File: src/rtl/rr_resource_arbiter_pkg.sv
// rtl/rr_resource_arbiter_pkg.sv - shared types and round-robin pick function for the resource arbiter
package rr_resource_arbiter_pkg;

  localparam int MAX_NUM_REQ = 16;
  localparam int MAX_IDX_W   = 4;

  typedef enum logic [0:0] {
    IDLE = 1'b0,
    OWN  = 1'b1
  } state_e;

  typedef struct packed {
    logic                 found;
    logic [MAX_IDX_W-1:0] idx;
  } pick_t;

  // First asserted request at or after pointer, wrapping at num_req.
  // pointer < num_req and k < num_req, so one conditional subtract replaces a modulo.
  function automatic pick_t rr_pick(input logic [MAX_NUM_REQ-1:0] req,
                                    input logic [MAX_IDX_W-1:0]   pointer,
                                    input int                     num_req);
    pick_t                res;
    int                   cand;
    logic [MAX_IDX_W-1:0] ci;
    res = '0;
    for (int k = 0; k < MAX_NUM_REQ; k++) begin
      cand = int'(pointer) + k;
      if (cand >= num_req) cand = cand - num_req;
      ci = cand[MAX_IDX_W-1:0];
      if ((k < num_req) && !res.found && req[ci]) begin
        res.found = 1'b1;
        res.idx   = ci;
      end
    end
    return res;
  endfunction

endpackage

File: src/rtl/rr_resource_arbiter_pick_comb.sv
// rtl/rr_resource_arbiter_pick_comb.sv - combinational rotate/priority-encode for round-robin selection
module rr_pick_comb
  import rr_resource_arbiter_pkg::*;
#(
  parameter  int NUM_REQ = 4,
  localparam int IDX_W   = $clog2(NUM_REQ)
) (
  input  logic [NUM_REQ-1:0] req,
  input  logic [IDX_W-1:0]   pointer,
  output logic [IDX_W-1:0]   idx,
  output logic               found
);

  logic [MAX_NUM_REQ-1:0] req_ext;
  logic [MAX_IDX_W-1:0]   ptr_ext;
  pick_t                  pick;

  // Widen to the package's fixed width and pick the next requester from the pointer
  always_comb begin
    req_ext                = '0;
    req_ext[NUM_REQ-1:0]   = req;
    ptr_ext                = '0;
    ptr_ext[IDX_W-1:0]     = pointer;
    pick                   = rr_pick(req_ext, ptr_ext, NUM_REQ);
    idx                    = pick.idx[IDX_W-1:0];
    found                  = pick.found;
  end

endmodule

File: src/rtl/rr_resource_arbiter.sv
// rtl/rr_resource_arbiter.sv - burst-locking round-robin arbiter; optional stats via RR_RESOURCE_ARBITER_STATS_EN
module rr_resource_arbiter
  import rr_resource_arbiter_pkg::*;
#(
  parameter  int NUM_REQ  = 4,
  parameter  int ADDR_W   = 8,
  parameter  int DATA_W   = 32,
  parameter  int MAX_HOLD = 4,
  localparam int IDX_W    = $clog2(NUM_REQ)
) (
  input  logic                      clk,
  input  logic                      rst_n,
  input  logic [NUM_REQ-1:0]        req_valid,
  output logic [NUM_REQ-1:0]        req_ready,
  input  logic [NUM_REQ-1:0]        req_last,
  input  logic [NUM_REQ-1:0]        req_write,
  input  logic [NUM_REQ*ADDR_W-1:0] req_addr,
  input  logic [NUM_REQ*DATA_W-1:0] req_wdata,
  output logic                      res_valid,
  input  logic                      res_ready,
  output logic                      res_write,
  output logic [ADDR_W-1:0]         res_addr,
  output logic [DATA_W-1:0]         res_wdata,
  output logic [IDX_W-1:0]          grant_id,
  output logic                      busy
`ifdef RR_RESOURCE_ARBITER_STATS_EN
  ,
  output logic [NUM_REQ*16-1:0]     stat_grants,
  output logic [15:0]               stat_forced
`endif
);

  localparam logic [7:0]       HOLD_LAST = 8'(MAX_HOLD - 1);
  localparam logic [IDX_W-1:0] LAST_IDX  = IDX_W'(NUM_REQ - 1);

  state_e             state;
  logic [IDX_W-1:0]   pointer;
  logic [7:0]         beat_cnt;
  logic [IDX_W-1:0]   pick_idx;
  logic               pick_found;
  logic               beat;
  logic               last_hit;
  logic               hold_hit;
  logic               release_now;
  logic [IDX_W-1:0]   next_ptr;

  rr_pick_comb #(
    .NUM_REQ (NUM_REQ)
  ) u_pick (
    .req     (req_valid),
    .pointer (pointer),
    .idx     (pick_idx),
    .found   (pick_found)
  );

  // Owner's channel is passed straight through while a grant is held
  always_comb begin
    res_valid = 1'b0;
    req_ready = '0;
    res_write = 1'b0;
    res_addr  = '0;
    res_wdata = '0;
    if (state == OWN) begin
      res_valid           = req_valid[grant_id];
      req_ready[grant_id] = res_ready;
      res_write           = req_write[grant_id];
      res_addr            = req_addr[int'(grant_id)*ADDR_W +: ADDR_W];
      res_wdata           = req_wdata[int'(grant_id)*DATA_W +: DATA_W];
    end
  end

  // Release decision: burst end or hold cap reached on a transferred beat
  always_comb begin
    beat        = res_valid & res_ready;
    last_hit    = req_last[grant_id];
    hold_hit    = (beat_cnt == HOLD_LAST);
    release_now = beat & (last_hit | hold_hit);
    next_ptr    = (grant_id == LAST_IDX) ? '0 : grant_id + 1'b1;
  end

  // Grant FSM: pick in IDLE, hold through the burst in OWN, rotate pointer on release
  always_ff @(posedge clk or negedge rst_n) begin
    if (!rst_n) begin
      state    <= IDLE;
      grant_id <= '0;
      busy     <= 1'b0;
      pointer  <= '0;
      beat_cnt <= '0;
    end else begin
      case (state)
        IDLE: begin
          if (pick_found) begin
            grant_id <= pick_idx;
            busy     <= 1'b1;
            state    <= OWN;
          end
        end
        OWN: begin
          if (release_now) begin
            state    <= IDLE;
            busy     <= 1'b0;
            pointer  <= next_ptr;
            beat_cnt <= '0;
          end else if (beat) begin
            beat_cnt <= beat_cnt + 8'd1;
          end
        end
        default: state <= IDLE;
      endcase
    end
  end

`ifdef RR_RESOURCE_ARBITER_STATS_EN
  // Saturating grant and forced-release counters
  always_ff @(posedge clk or negedge rst_n) begin
    if (!rst_n) begin
      stat_grants <= '0;
      stat_forced <= '0;
    end else begin
      if ((state == IDLE) && pick_found &&
          (stat_grants[int'(pick_idx)*16 +: 16] != 16'hFFFF)) begin
        stat_grants[int'(pick_idx)*16 +: 16] <= stat_grants[int'(pick_idx)*16 +: 16] + 16'd1;
      end
      if (beat && hold_hit && !last_hit && (stat_forced != 16'hFFFF)) begin
        stat_forced <= stat_forced + 16'd1;
      end
    end
  end
`endif

  // A stalled beat must keep valid high and its payload stable until accepted
  property p_stall_stable;
    @(posedge clk) disable iff (!rst_n)
      (res_valid && !res_ready) |=>
        (res_valid && $stable(res_addr) && $stable(res_wdata) && $stable(res_write));
  endproperty
  a_stall_stable: assert property (p_stall_stable);

endmodule
File: config.mk
export PLATFORM = sky130hd
export DESIGN_NAME = rr_resource_arbiter
export DESIGN_NICKNAME = d
export VERILOG_FILES = /design/src/rtl/rr_resource_arbiter_pkg.sv /design/src/rtl/rr_resource_arbiter_pick_comb.sv /design/src/rtl/rr_resource_arbiter.sv
export SDC_FILE = /design/constraint.sdc
export NUM_CORES = 1
export LEC_CHECK = 0
export ABC_AREA = 1
export CORE_MARGIN = 8
export CORE_UTILIZATION = 29
export DETAILED_ROUTE_END_ITERATION = 7
export PLACE_DENSITY = 0.79
export SLEW_MARGIN = 40
export SYNTH_ARGS = -nofsm -noshare
export SYNTH_HDL_FRONTEND = slang
export SYNTH_SLANG_ARGS = --single-unit
File: constraint.sdc
create_clock -name clk -period 1.9 [get_ports clk]
set_clock_uncertainty 0.05 [all_clocks]
set_input_delay 0.475 -clock clk [delete_from_list [all_inputs] [get_ports clk]]
set_output_delay 0.475 -clock clk [all_outputs]
set_load 0.02 [all_outputs]
* Yosys cells after proc, flatten, opt, wreduce, memory -nomap -nowiden *
Index checks and enable logic that the tools add are counted.

storage, ports and cells
  bits in registers = 14
  input port bits = 175
  word-level logic and storage cells = 85
  output and inout port bits = 49

operators by class
  order comparisons = 10
  equal/unequal tests = 4
  shift-type cells = 2
  bitwise operators = 5
  reductions and logical operators = 12
  muxes and demuxes = 38
  $add $sub $neg = 9

operators by type and width
  kind                                                                count
  indexed part select 128 x 8 -> 32 bit                               1
  greater-or-equal comparator 32 x 4 -> 1 bit, second input constant  3
  2-to-1 mux 32 bit                                                   1
  indexed part select 32 x 6 -> 8 bit                                 1
  2-to-1 mux 8 bit                                                    3
  less-than comparator 4 x 5 -> 1 bit, second input constant          4
  2-to-1 mux 4 bit                                                    5
  2-to-1 mux 5 bit                                                    4
  binary-select mux 1 bit (select 4 bit)                              4
  2-to-1 mux 1 bit                                                    14
  subtractor 4 bit, second input constant                             3
  adder 8 x 1 -> 8 bit, second input constant                         1
  equality test 8 x 2 -> 1 bit, second input constant                 1
  AND reduction 2 bit                                                 4
  adder 2 x 2 -> 3 bit, second input constant                         2
  binary-select mux 1 bit (select 2 bit)                              3
  AND 4 bit                                                           1
  logical AND 1 bit                                                   4
  inequality test 2 x 1 -> 1 bit, second input constant               2
  one-hot mux 1 bit (2 select lines)                                  2
  subtractor 2 x 3 -> 4 bit, second input constant                    1
  adder 2 x 1 -> 3 bit, second input constant                         1
  greater-or-equal comparator 2 x 3 -> 1 bit, second input constant   1
  logical NOT 1 bit                                                   3
  other kinds (10)                                                    11

* Logic depth before layout (Yosys ltp) *
Gate-level depths: netlist of the first run.

  depth after elaboration = 16
  mapped depth = 13

* Hierarchy *
From an unflattened synthesis of the first run, not the netlist that was laid out.

second synthesis, totals
  cell total of the unflattened synthesis = 526
  area, all modules = 2,741.4 um^2

modules (own cells, without submodules)
  module               times used  sequential area each (um^2)  area each (um^2)  cells an instance
  rr_resource_arbiter  1           350.3                        2,368.5           462
  rr_pick_comb         1           0.0                          372.9             64

* Worst setup path before layout of the first run *
OpenSTA, ideal clock, no wires.

  path kind = reg-to-output
  start = register grant_id[0]
  end = output port res_addr[2]
  buffers on the path = 3
  path slack = -0.214 ns
  arrival time = 1.589 ns
  stages on the path, launching flop included = 8
  path through = dfrtp_1 -> buf_6 -> buf_2 -> buf_2 -> nor2_1 -> nor2_1 -> o21ai_0 -> a21oi_1

between the ends
  longest elaborated chain between the ends = 2

ends and longest elaborated chain
  item                                 RTL line                   RTL
  from (decl)                          rr_resource_arbiter.sv:24  output logic [IDX_W-1:0] grant_id,
  from (signal assigned)               rr_resource_arbiter.sv:93  grant_id <= pick_idx;
  indexed part select 32 x 6 -> 8 bit  rr_resource_arbiter.sv:67  res_addr = req_addr[int'(grant_id)*ADDR_W +: ADDR_W];
  2-to-1 mux 8 bit                     rr_resource_arbiter.sv:63  if (state == OWN) begin
  to (decl)                            rr_resource_arbiter.sv:22  output logic [ADDR_W-1:0] res_addr,

Every way passes these cells.

* Worst setup path in the final report of the first run *
  start = register grant_id[0]
  end = output port res_addr[7]

The elaborated chain is that of the path after synthesis.

==> results of run 1 <==
power by group through the flow:
stage / sequential [W] / combinational, W / clock [W]
after global placement: 0.000532 / 0.00662 / 0
after floorplan: 0.000521 / 0.00394 / 0
final: 0.000530 / 0.00882 / 0.000295
after detailed placement: 0.000536 / 0.00678 / 0
after CTS: 0.000515 / 0.00761 / 0.000297
after global routing: 0.000540 / 0.00937 / 0.000313
per-layer routing:
layer	up-vias	global-route usage, %
met5	-	0
met4	0	6.940
met3	18	5.556
met2	211	40.08
met1	2021	24.74
li1	2071	-
worst max-delay path by stage:
stage                     cells past startpoint            to  slack, ns
after floorplan                               7   res_addr[0]      -0.01
after global placement                        6   res_addr[7]      -0.77
after detailed placement                      6   res_addr[7]      -0.75
after CTS                                     7     res_write      -0.19
after global routing                          7  res_wdata[3]      -0.22
final                                         7   res_addr[7]      -0.17
worst register-to-register path, cell delays in order (launching register included):
cell	delay, ns
dfrtp_2	0.45
buf_12	0.17
clkinv_16	0.07
buf_12	0.14
nand2_4	0.05
nand3_2	0.05
nand2_2	0.06
buf_6	0.11
nor2_4	0.21
nand2_2	0.14
nor2_4	0.14
nand3_2	0.08
nand2_2	0.08
nor2_2	0.04
sequential cells by signal, summed over array words and instances, names as in the netlist:
register  cells
beat_cnt      8
grant_id      2
pointer       2
busy          1
state         1
cell usage in the layout, fill, tap and decap left out, types with 5 or more instances in the layout:
| master | n |
|---|---|
| clkdlybuf4s50_1 | 171 |
| a21oi_1 | 6 |
| nor2_1 | 134 |
| clkbuf_16 | 6 |
| dfrtp_1 | 12 |
| a21oi_2 | 42 |
| o21ai_1 | 36 |
| buf_4 | 37 |
| nand3_1 | 10 |
| nor2_2 | 40 |
| inv_1 | 23 |
| o21ai_2 | 49 |
| nand2_2 | 10 |
| nand3_2 | 9 |
| ha_1 | 6 |
| buf_6 | 37 |
| buf_12 | 10 |
| buf_16 | 5 |
| inv_2 | 6 |
| nand2_1 | 38 |
logic make-up (layout without fill, tap and decap cells):
group	after synthesis	count (layout)	synth area share (%)
XOR/XNOR	2	2	0.6994
adder cells (fa/ha/maj)	9	9	4.496
AO/OA/AOI/OAI	141	141	28.87
AND/OR/NAND/NOR	254	255	40.36
buffers and inverters	66	308	11.59
flip-flops	14	14	13.99
stage by stage:
| step | setup slack, ns | cell area, um2 | util, % | TNS (ns) | hold WS, ns |
|---|---|---|---|---|---|
| 2_1_floorplan | -0.009515 | 2685 | - | -0.1903 | 0.1294 |
| 3_3_place_gp | -0.7701 | 5209 | 60.92 | -25.96 | 0.4176 |
| 3_5_place_dp | -0.7486 | 5209 | 60.92 | -27.47 | 0.4143 |
| 4_1_cts | -0.1905 | 5562 | 65.04 | -5.154 | 0.4310 |
| 5_1_grt | -0.2250 | 6168 | 72.14 | -9.369 | 0.4567 |
| 6_report | -0.1667 | 6168 | 72.14 | -5.928 | 0.4383 |
area by class of cell:
class	count	area (um2)
Inverter	30	138.9
Timing Repair inverter	1	11.26
Multi-Input combinational cell	407	2507
Tap cell	108	135.1
Timing Repair Buffer	273	2968
Sequential cell	14	352.8
Clock buffer	4	55.05
Fill cell	648	2382
timing repair:
item / in CTS / in global routing
endpoints found under the hold margin: 0 / 0
setup buffers: 4 / 5
cloned: 5 / 9
setup endpoints to repair: 48 / 60
pin swaps: 3 / 35
gates resized for setup: 380 / 128
==> impl_metrics.tcl, run 1 <==
set metrics [dict create \
    period_needed_ns 2.067 \
    htreeDepth 1 \
    nets 914 \
    slew_violations 0 \
    top_layer "met4" \
    drc 0 \
    synth-edff-count 0 \
    antenna_cells 0 \
    critPathTopFamily "buffers and inverters" \
    gp_congestion 0.9150 \
    ir_drop_mv 0.9613 \
    ant_nets 0 \
    final_layout_size_suffix_gt1_share_pct 38.00 \
    fmax_ghz 0.4839 \
    cp-startpoint "grant_id[0]$_DFFE_PN0P_" \
    p_int_w 0.004627 \
    drt-met1-wl_mm 5.559 \
    min_from "busy$_DFFE_PN0P_" \
    synth_area_leaders "nor2_1, o21ai_0, dfrtp_1, a21oi_1, nand2_1" \
    cp_max_fo 7 \
    grt_antenna_before_repair 0 \
    critPathMaxStageDelay_ns 0.43 \
    die_h_um 108.9 \
    core_um2 8551 \
    async_reset_ff_share_pct 100.0 \
    vias_per_cell 5.162 \
    ys.flop_type "dfrtp_1" \
    maxCapViolations 0 \
    rows 34 \
    clock_latency_ns 0.25 \
    end_kind "primary output" \
    syn_to_final_growth_pct 146.3 \
    synth_cells 486 \
    p_leak_nw 2.575 \
    ff2ff_setup_slack_ns -0.07 \
    clk_path_buf_depth 2 \
    path_class "reg -> out" \
    grt_max_degree 28 \
    yosys_warnings 0 \
    power_density_nw_per_um2 1564 \
    cp_num_buf_inv 3 \
    cp_cell_sequence "buf_12 > buf_12 > nor2_2 > nor2_2 > o21ai_2 > a21oi_2 > buf_6" \
    grt_pass1_vias 4219 \
    cts_tree "yes" \
    vias 4321 \
    hp-class "reg -> reg" \
    syn-num-nets 670 \
    placed_cells 812 \
    avgSynthCellArea_um2 5.154 \
    clkPwrFrac_pct 3.1 \
    wl_met3_mm 1.511 \
    numPortBuffers 223 \
    setup_ws_ns -0.1667 \
    finalPower_w 0.009646 \
    setup_viol 48 \
    wl_per_cell_um 18.29 \
    critPathSlowestCell "dfrtp_2" \
    pin_count 224 \
    first_pass_iters 4 \
    worst_pin_slew_ns 0.5078 \
    dieArea_um2 11870 \
    cp_data_arrival_time_ns 1.54 \
    synth-seq-cells 14 \
    cts_root_buf "clkbuf_8" \
    p_sw_w 0.005019 \
    r2r-start "grant_id[0]$_DFFE_PN0P_" \
    relSlewSlack_pct 65.89 \
    rsz0062_at_grt "true" \
    clock_sink_count 14 \
    worstRegToRegCells 13 \
    synth-seq-area-share_pct 13.99 \
    p_seq_share_pct 5.5 \
    synth_commonest_cells "nor2_1, o21ai_0, nand2_1, a21oi_1, inv_1" \
    cts_buffers 3 \
    gr-total-overflow 0 \
    fin_crit_sh_pct 108.8 \
    grt_pass1_wl_mm 21.25 \
    yosys.area.top_type_share_pct 26.52 \
    clk_pin_slew_ns 0.06 \
    hold_end "busy$_DFFE_PN0P_" \
    track_usage_pct 22.14 \
    dr_wl_met2_mm 7.998 \
    layout.cells.non_filler 837 \
    cts_hold_buf 0 \
    synth_top_cell_by_area "nor2_1" \
    worstPathRequired_ns 1.37 \
    synth.distinct_cells 26 \
    p_comb_share_pct 91.5 \
    synth_area_um2 2505 \
    r2r-end "beat_cnt[4]$_DFFE_PN0P_" \
    detail_route.wirelength_mm 15.31 \
    start_util_pct 29.29 \
    die_w_um 108.9 \
    dp_hpwl_mm 10.50 \
    finalHoldViolCount 0 \
    hold_depth 2 \
    violations "negative setup slack" \
    status "finished, violations left" \
    drt_iter0_drc 238 \
    synth.most_common_cell "nor2_1" \
    start_kind "register" \
    swShare_pct 52.03 \
]
Note: power is estimated with default switching activity, not from simulation.
==> run 2, diff against run 1 <==
Settings changed: CTS_CLUSTER_DIAMETER from default to 80.
==> results of run 2 <==
The final DEF is identical to that of run 1; final timing and power are the same.
==> run 3, diff against run 2 <==
Settings changed: GPL_ROUTABILITY_DRIVEN from default to 0, SLEW_MARGIN 40 to default.
==> results of run 3 <==
The final DEF is identical to that of run 1; final timing and power are the same.
